### src/rtl/switch_dev_pkg.sv
// Shared constants and helpers for the switch-port traffic endpoint:
// LFSR polynomial and seed, the address remap rule and the data-mode encodings.
package switch_dev_pkg;

    localparam int          LFSR_W    = 16;
    // Galois right-shift form of x^16 + x^14 + x^13 + x^11 + 1
    localparam logic [15:0] LFSR_TAPS = 16'hB400;
    localparam logic [15:0] LFSR_SEED = 16'hACE1;

    localparam int MODE_LFSR = 0;
    localparam int MODE_INCR = 1;

    function automatic logic [LFSR_W-1:0] lfsr_step(input logic [LFSR_W-1:0] s);
        return {1'b0, s[LFSR_W-1:1]} ^ (s[0] ? LFSR_TAPS : '0);
    endfunction

    // Folds a raw address in [NPORTS, 2^AW) back into the legal range.
    function automatic logic [31:0] remap_adr(input logic [31:0] raw, input int nports);
        return (raw >= 32'(nports)) ? raw - 32'(nports) : raw;
    endfunction

endpackage

### src/rtl/switch_dev_fifo.sv
// Synchronous FIFO with full/empty flags; a pop frees the slot for a
// same-cycle push, so push+pop while full is accepted.
module switch_dev_fifo #(
    parameter int W     = 7,
    parameter int DEPTH = 4
) (
    input  logic         clk_i,
    input  logic         rst_i,
    input  logic         push_i,
    input  logic         pop_i,
    input  logic [W-1:0] wdata_i,
    output logic [W-1:0] rdata_o,
    output logic         full_o,
    output logic         empty_o
);

    localparam int          PW      = $clog2(DEPTH);
    localparam logic [PW:0] PTR_ONE = (PW+1)'(1);

    logic [PW:0]  wr_ptr_q, wr_ptr_d;
    logic [PW:0]  rd_ptr_q, rd_ptr_d;
    logic [W-1:0] mem_q [DEPTH];
    logic         do_push, do_pop;

    always_comb begin
        empty_o  = (wr_ptr_q == rd_ptr_q);
        full_o   = (wr_ptr_q[PW] != rd_ptr_q[PW]) &&
                   (wr_ptr_q[PW-1:0] == rd_ptr_q[PW-1:0]);
        do_pop   = pop_i & ~empty_o;
        do_push  = push_i & (~full_o | do_pop);
        wr_ptr_d = do_push ? wr_ptr_q + PTR_ONE : wr_ptr_q;
        rd_ptr_d = do_pop  ? rd_ptr_q + PTR_ONE : rd_ptr_q;
        rdata_o  = mem_q[rd_ptr_q[PW-1:0]];
    end

    always_ff @(posedge clk_i) begin
        if (!rst_i) begin
            wr_ptr_q <= '0;
            rd_ptr_q <= '0;
            for (int i = 0; i < DEPTH; i++) mem_q[i] <= '0;
        end else begin
            wr_ptr_q <= wr_ptr_d;
            rd_ptr_q <= rd_ptr_d;
            if (do_push) mem_q[wr_ptr_q[PW-1:0]] <= wdata_i;
        end
    end

endmodule

### src/rtl/switch_traffic_dev.sv
// Seedable traffic endpoint for one switch port: LFSR-driven TX generator
// behind a small FIFO, RX side with sticky grant and LFSR stall, plus counters.
module switch_traffic_dev
    import switch_dev_pkg::*;
#(
    parameter int          DW     = 4,
    parameter int          AW     = 3,
    parameter int          NPORTS = 5,
    parameter int          DEPTH  = 4,
    parameter int          MODE   = 0,
    parameter int          WRATE  = 128,
    parameter int          SRATE  = 64,
    parameter logic [15:0] SEED   = 16'hACE1,
    parameter int          CW     = 16
) (
    input  logic          clk_i,
    input  logic          rst_i,
    input  logic          gen_en,
    output logic [AW-1:0] adr_i,
    output logic [DW-1:0] dat_i,
    output logic          validtx,
    input  logic          acktx,
    input  logic          validrx,
    input  logic [DW-1:0] dat_rx,
    output logic          ackrx,
    output logic [DW-1:0] rx_last,
    output logic [CW-1:0] tx_cnt,
    output logic [CW-1:0] rx_cnt,
    output logic [CW-1:0] drop_cnt
);

    localparam int            FW      = AW + DW;
    localparam logic [8:0]    WRATE_9 = 9'(WRATE);
    localparam logic [8:0]    SRATE_9 = 9'(SRATE);
    localparam logic [CW-1:0] CNT_ONE = CW'(1);
    localparam logic [DW-1:0] DAT_ONE = DW'(1);

    logic [LFSR_W-1:0] lfsr_q, lfsr_d;
    logic [DW-1:0]     seq_q, seq_d;
    logic              validtx_q, validtx_d;
    logic              ackrx_q, ackrx_d;
    logic [DW-1:0]     rx_last_q, rx_last_d;
    logic [CW-1:0]     tx_cnt_q, tx_cnt_d;
    logic [CW-1:0]     rx_cnt_q, rx_cnt_d;
    logic [CW-1:0]     drop_cnt_q, drop_cnt_d;

    logic              gen, stall, pop, push, drop, rx_take;
    logic              fifo_full, fifo_empty;
    logic [AW-1:0]     gen_adr;
    logic [DW-1:0]     gen_dat;
    logic [FW-1:0]     fifo_wdata, fifo_rdata;

    always_comb begin
        gen     = gen_en & ({1'b0, lfsr_q[7:0]} < WRATE_9);
        stall   = {1'b0, lfsr_q[15:8]} < SRATE_9;
        pop     = validtx_q & acktx;
        push    = gen & (~fifo_full | pop);
        drop    = gen & fifo_full & ~pop;
        rx_take = validrx & ackrx_q;

        gen_adr = AW'(remap_adr(32'(lfsr_q[AW-1:0]), NPORTS));
        // Top DW bits of the LFSR, replicated when DW exceeds 16
        gen_dat = (MODE == MODE_INCR) ? seq_q
                                      : DW'({lfsr_q, lfsr_q} >> (32 - DW));
        fifo_wdata = {gen_adr, gen_dat};

        lfsr_d     = lfsr_step(lfsr_q);
        seq_d      = push ? seq_q + DAT_ONE : seq_q;
        // A transfer always forces one idle bubble before the next word
        validtx_d  = ~pop & ~fifo_empty;
        ackrx_d    = ackrx_q ? validrx : (validrx & ~stall);
        rx_last_d  = rx_take ? dat_rx : rx_last_q;
        tx_cnt_d   = pop     ? tx_cnt_q + CNT_ONE   : tx_cnt_q;
        rx_cnt_d   = rx_take ? rx_cnt_q + CNT_ONE   : rx_cnt_q;
        drop_cnt_d = drop    ? drop_cnt_q + CNT_ONE : drop_cnt_q;
    end

    always_ff @(posedge clk_i) begin
        if (!rst_i) begin
            lfsr_q     <= SEED;
            seq_q      <= '0;
            validtx_q  <= 1'b0;
            ackrx_q    <= 1'b0;
            rx_last_q  <= '0;
            tx_cnt_q   <= '0;
            rx_cnt_q   <= '0;
            drop_cnt_q <= '0;
        end else begin
            lfsr_q     <= lfsr_d;
            seq_q      <= seq_d;
            validtx_q  <= validtx_d;
            ackrx_q    <= ackrx_d;
            rx_last_q  <= rx_last_d;
            tx_cnt_q   <= tx_cnt_d;
            rx_cnt_q   <= rx_cnt_d;
            drop_cnt_q <= drop_cnt_d;
        end
    end

    switch_dev_fifo #(
        .W     (FW),
        .DEPTH (DEPTH)
    ) u_fifo (
        .clk_i   (clk_i),
        .rst_i   (rst_i),
        .push_i  (push),
        .pop_i   (pop),
        .wdata_i (fifo_wdata),
        .rdata_o (fifo_rdata),
        .full_o  (fifo_full),
        .empty_o (fifo_empty)
    );

    assign adr_i    = fifo_rdata[FW-1 -: AW];
    assign dat_i    = fifo_rdata[DW-1:0];
    assign validtx  = validtx_q;
    assign ackrx    = ackrx_q;
    assign rx_last  = rx_last_q;
    assign tx_cnt   = tx_cnt_q;
    assign rx_cnt   = rx_cnt_q;
    assign drop_cnt = drop_cnt_q;

endmodule

### config.mk
export PLATFORM = sky130hd
export DESIGN_NAME = switch_traffic_dev
export DESIGN_NICKNAME = d
export VERILOG_FILES = /design/src/rtl/switch_dev_pkg.sv /design/src/rtl/switch_dev_fifo.sv /design/src/rtl/switch_traffic_dev.sv
export SDC_FILE = /design/constraint.sdc
export NUM_CORES = 1
export LEC_CHECK = 0
export CAP_MARGIN = 10
export CORE_MARGIN = 1
export CORE_UTILIZATION = 53
export CTS_CLUSTER_DIAMETER = 200
export DETAILED_ROUTE_END_ITERATION = 16
export PLACE_DENSITY = 0.79
export REMOVE_ABC_BUFFERS = 1
export SETUP_SLACK_MARGIN = 0.5
export SKIP_LAST_GASP = 1
export SYNTH_ARGS = -nofsm -noshare
export SYNTH_HDL_FRONTEND = slang
export SYNTH_SLANG_ARGS = --single-unit
### constraint.sdc
create_clock -name clk_i -period 2.19 [get_ports clk_i]
set_input_delay 0.5475 -clock clk_i [delete_from_list [all_inputs] [get_ports clk_i]]
set_output_delay 0.5475 -clock clk_i [all_outputs]
set_load 0.05 [all_outputs]
# [Word-level counts from Yosys, hierarchy flattened]
# Memories as Yosys holds them, arrays and structs flattened. A register that Yosys moved wholly into a read port is not among the register bits.
# Index checks and enable logic that the tools add are counted.
[word_totals] elab_cells=53 output_inout_bits=61 inputBits=9 register_bits=76 n_memories=1 ramBits=28
[memory_table] memory="u_fifo.mem_q" words=4 width=7 read_ports=1 rd_ports_with_merged_regs=1 wr=4 line="switch_dev_fifo.sv:22" rtl="logic [W-1:0] mem_q [DEPTH];"
[op_classes] n_mux=12 reduce_logical=2 bitwise_logic=17 addsub=6 magnitude_cmp=3 eq_ne=3
[ops] cell="$add A16 B1 Y16 const B" n=3
[ops] cell="$mux W16" n=1
[ops] cell="$xor A15 B16 Y16" n=1
[ops] cell="$and A1 B1 Y1" n=10
[ops] cell="$lt A8 B7 Y1 const B" n=1
[ops] cell="$lt A8 B8 Y1 const B" n=1
[ops] cell="$mux W7" n=1
[ops] cell="$reduce_or A7 Y1" n=1
[ops] cell="$add A3 B1 Y3 const B" n=2
[ops] cell="$mux W1" n=6
[ops] cell="$mux W2" n=3
[ops] cell="$not A1 Y1" n=4
[ops] cell="$eq A3 B3 Y1" n=1
[ops] cell="$ge A3 B3 Y1 const B" n=1
[ops] cell="$mux W3" n=1
[ops] cell="$sub A3 B3 Y3 const B" n=1
[ops] cell="$eq A2 B2 Y1" n=1
[ops] cell="$or A1 B1 Y1" n=2
[ops] cell="$logic_and A1 B1 Y1" n=1
[ops] cell="$ne A1 B1 Y1" n=1

# [Longest topological paths before layout]
[depth] depth_word=11 depth_mapped=7 ltp_nobuf=5

# [By module]
# A second synthesis with hierarchy kept.
[hier_totals] hier_cells=456 hier_area_um2=4648.2
[by_module_without_submodules] module="switch_traffic_dev" instances=1 area_per_inst_um2=2881.5 seq_area_each_um2=1401.3 cells_each=320
[by_module_without_submodules] module="switch_dev_fifo" instances=1 area_per_inst_um2=1766.7 seq_area_each_um2=1001.0 cells_each=136

# [Least setup slack after synthesis]
# No wires, ideal clock.
[synth_path] path_type="reg-to-reg" start="reg validtx_q (netlist: validtx)" end="mem u_fifo.mem_q[1][0], enable pin" n_path_buf=0 path_stages_with_launch=5 setup_slack_ns=-0.056 arrival_time_ns=1.921 required_ns=1.865 path_cell_list="dfxtp_1 -> nand2_1 -> a41oi_2 -> nand4b_1 -> nand2_1"
[synth_rtl] element="start: declaration" line="switch_traffic_dev.sv:40" rtl="logic validtx_q, validtx_d;"
[synth_rtl] element="start signal: assignment" line="switch_traffic_dev.sv:91" rtl="validtx_q <= validtx_d;"
[synth_rtl] element="end: declaration" line="switch_dev_fifo.sv:22"

==> impl_metrics.toml <==
[setup_path]
slowest_delay_ps = 540
worstPathRequired_ps = 1640
critPathArrivalTime_ps = 1530
cp-start-kind = "flop"
critPathCaptureType = "primary output"
cp_slowest_cell = "mux4_2"
critical_path_buf_inv_count = 2
crit_chain = "buf_8 -> mux4_2 -> buf_8"
critPathTopFamily = "multiplexers"
crit_fanout = 7
crit_type = "flop to primary output"
crit_top_cell = "buf_8"

[sta]
slew_headroom = 0.609
final_max_slew_viol_count = 0
layout_setup_ws_ps = 110
hold_slack_ps = 429
finClkSkew_ps = 13.6
layout_worst_path_cycle_share = 0.950
period_needed_ps = 2080
setup_viol = 0
worst_pin_slew_ps = 585
finalHoldViolations = 0
rsz0062_at_grt = "yes"
fmaxAchievable_mhz = 481

[placement]
place_inst = 619
post-place-ws_ps = -117
gp_congestion = 0.790
post_dp_cell_area_um2 = 5400
post-dp-hpwl_mm = 6.51
port_buffers = 69

[layout]
most-common-layout-cells = "dfxtp_1, nor2_1, buf_2"
layout-drive-gt1-share = 0.326
fin_nets = 557
final_common_cell = "dfxtp_1"
final_cells = 651
fillers = 604
areaGrowthSynthToFinish_pct = 31.6
diodes = 0
design_area_um2 = 5840

[clock_tree]
cts_buffers = 9
cts.sinks = 106
cts_tree = "built"
clockBufferDepth = 2
clkLatencyLatePin_ps = 350
ctsHtreeMaxLevel = 3
root_buffer = "clkbuf_8"
path_clk_slew_ps = 90

[die]
dieWidth_um = 93.5
fp-row-count = 33
ios = 70
die_y_um = 93.5
coreArea_um2 = 8180
start_util = 0.543
die_area_um2 = 8750

[yosys]
syn_avg_cell_area_um2 = 10.2
synth_edf_count = 28
synth_area_um2 = 4440
synthFlopType = "dfxtp_1"
synth_warnings = 0
syn_inst = 436
ys_seq_area_frac = 0.541
yosysUniqueCellTypes = 39
async_flop_share = 0
ys_ff_latch = 106

[global_route]
grt_start_max_net_pins = 34
grt_antenna_before_repair = 0
grt-ovfl-total = 0
gr-usage-all-layers = 0.226
first_global_vias = 3232
grt_pass1_wl_mm = 15.4

[detailed_routing]
drt_iter0_drc = 122
finalWirelength_mm = 10.2
ant_nets = 0
drtPass1Iterations = 4
via_per_inst = 5.51
wire_per_inst_um = 15.6
num_vias = 3589
drc = 0

[run_status]
status = "finished, final reports clean"

[power]
p_leak_nw = 2.30
total_power_mw = 3.51
max-vdd-ir-drop_mv = 0.405
power_density_nw_per_um2 = 601

[hold_path]
worstHoldPathType = "flop to flop"

[run]
cap_violations = 0
## Yosys cell counts (9+ instances only)
master / number / area share
dfxtp_1: 78 / 0.35
nor2_1: 58 / 0.049
nand2_1: 35 / 0.030
a21oi_1: 29 / 0.033
edfxtp_1: 28 / 0.19
nand3_1: 22 / 0.025
xor2_1: 19 / 0.037
nand4_1: 15 / 0.021
clkbuf_1: 13 / 0.011
inv_1: 12 / 0.010
o31ai_1: 12 / 0.020
or4_1: 12 / 0.020
o21ai_0: 11 / 0.012
or3_1: 10 / 0.014
xnor2_1: 9 / 0.018
## cells by family (layout without fill, tap and decap cells)
| family | count (synthesis) | after routing | share of synthesized area |
|---|---|---|---|
| adders and majority gates | 7 | 7 | 0.0197 |
| and+or+nand+nor | 188 | 188 | 0.217 |
| buffers and inverters | 31 | 141 | 0.0270 |
| DFF | 106 | 106 | 0.541 |
| AOI/OAI and AO/OA | 61 | 61 | 0.0837 |
| muxes | 13 | 13 | 0.0490 |
| xor gates and xnor gates | 30 | 30 | 0.0626 |
## per-stage QoR
| stage | setup TNS (ps) | util |
|---|---|---|
| global route | 0 | 0.715 |
| detailed placement | -2690 | 0.661 |
| global placement | -1570 | 0.661 |
| finish | 0 | 0.715 |
| CTS | 0 | 0.677 |
| floorplan | -760 | - |
## power by group
part           internal, mW  switching [mW]  total (mW)
clock                 0.453           0.644        1.10
sequential             2.06          0.0347        2.10
combinational         0.129           0.192       0.321
## final cells by class
type,count,area (µm²),area share
clock buffers,11,141,0.0242
clock inverters,5,36.3,0.00621
inverters,12,45.0,0.00771
multi-input cells,299,2130,0.365
flip-flops and latches,106,2420,0.415
well taps,105,131,0.0225
repair buffers,113,936,0.160
## path summary, 6_finish.rpt
check                                   from                        to  slack, ps  cells after the start
max reg2reg  u_fifo.wr_ptr_q[1]$_SDFFE_PN0P_  drop_cnt[3]$_SDFFE_PN0P_        440                      5
min reg2reg             lfsr_q[8]$_SDFF_PN0_      lfsr_q[7]$_SDFF_PN1_        430                      1
max                                     flop                  adr_i[0]        110                      3
min                     lfsr_q[8]$_SDFF_PN0_      lfsr_q[7]$_SDFF_PN1_        430                      1
## registers in the layout, indices dropped and copies added, names as in the netlist, named ones only
signal and count:
u_fifo.mem_q 28, drop_cnt 16, lfsr_q 16, rx_cnt 16
tx_cnt 16, rx_last 4, u_fifo.rd_ptr_q 3, u_fifo.wr_ptr_q 3
ackrx 1, validtx 1
## layer usage
| layer | track usage | up-vias | share of wire | wire length [µm] |
|---|---|---|---|---|
| met2 | 0.387 | 76 | 0.50 | 5070 |
| li1 | - | 1770 | - | - |
| met4 | 0.0692 | 0 | 0.020 | 204 |
| met5 | 0 | - | 0 | 0 |
| met3 | 0.0439 | 16 | 0.045 | 452 |
| met1 | 0.288 | 1727 | 0.44 | 4430 |
## what timing repair did
item | in CTS | in global routing
hold buffers | 0 | 0
gates cloned | 0 | 2
setup buffers | 3 | 11
resized for setup | 259 | 74
endpoints found under the setup margin | 138 | 124
pin swaps | 6 | 30
(Power assumes the default switching activity.)
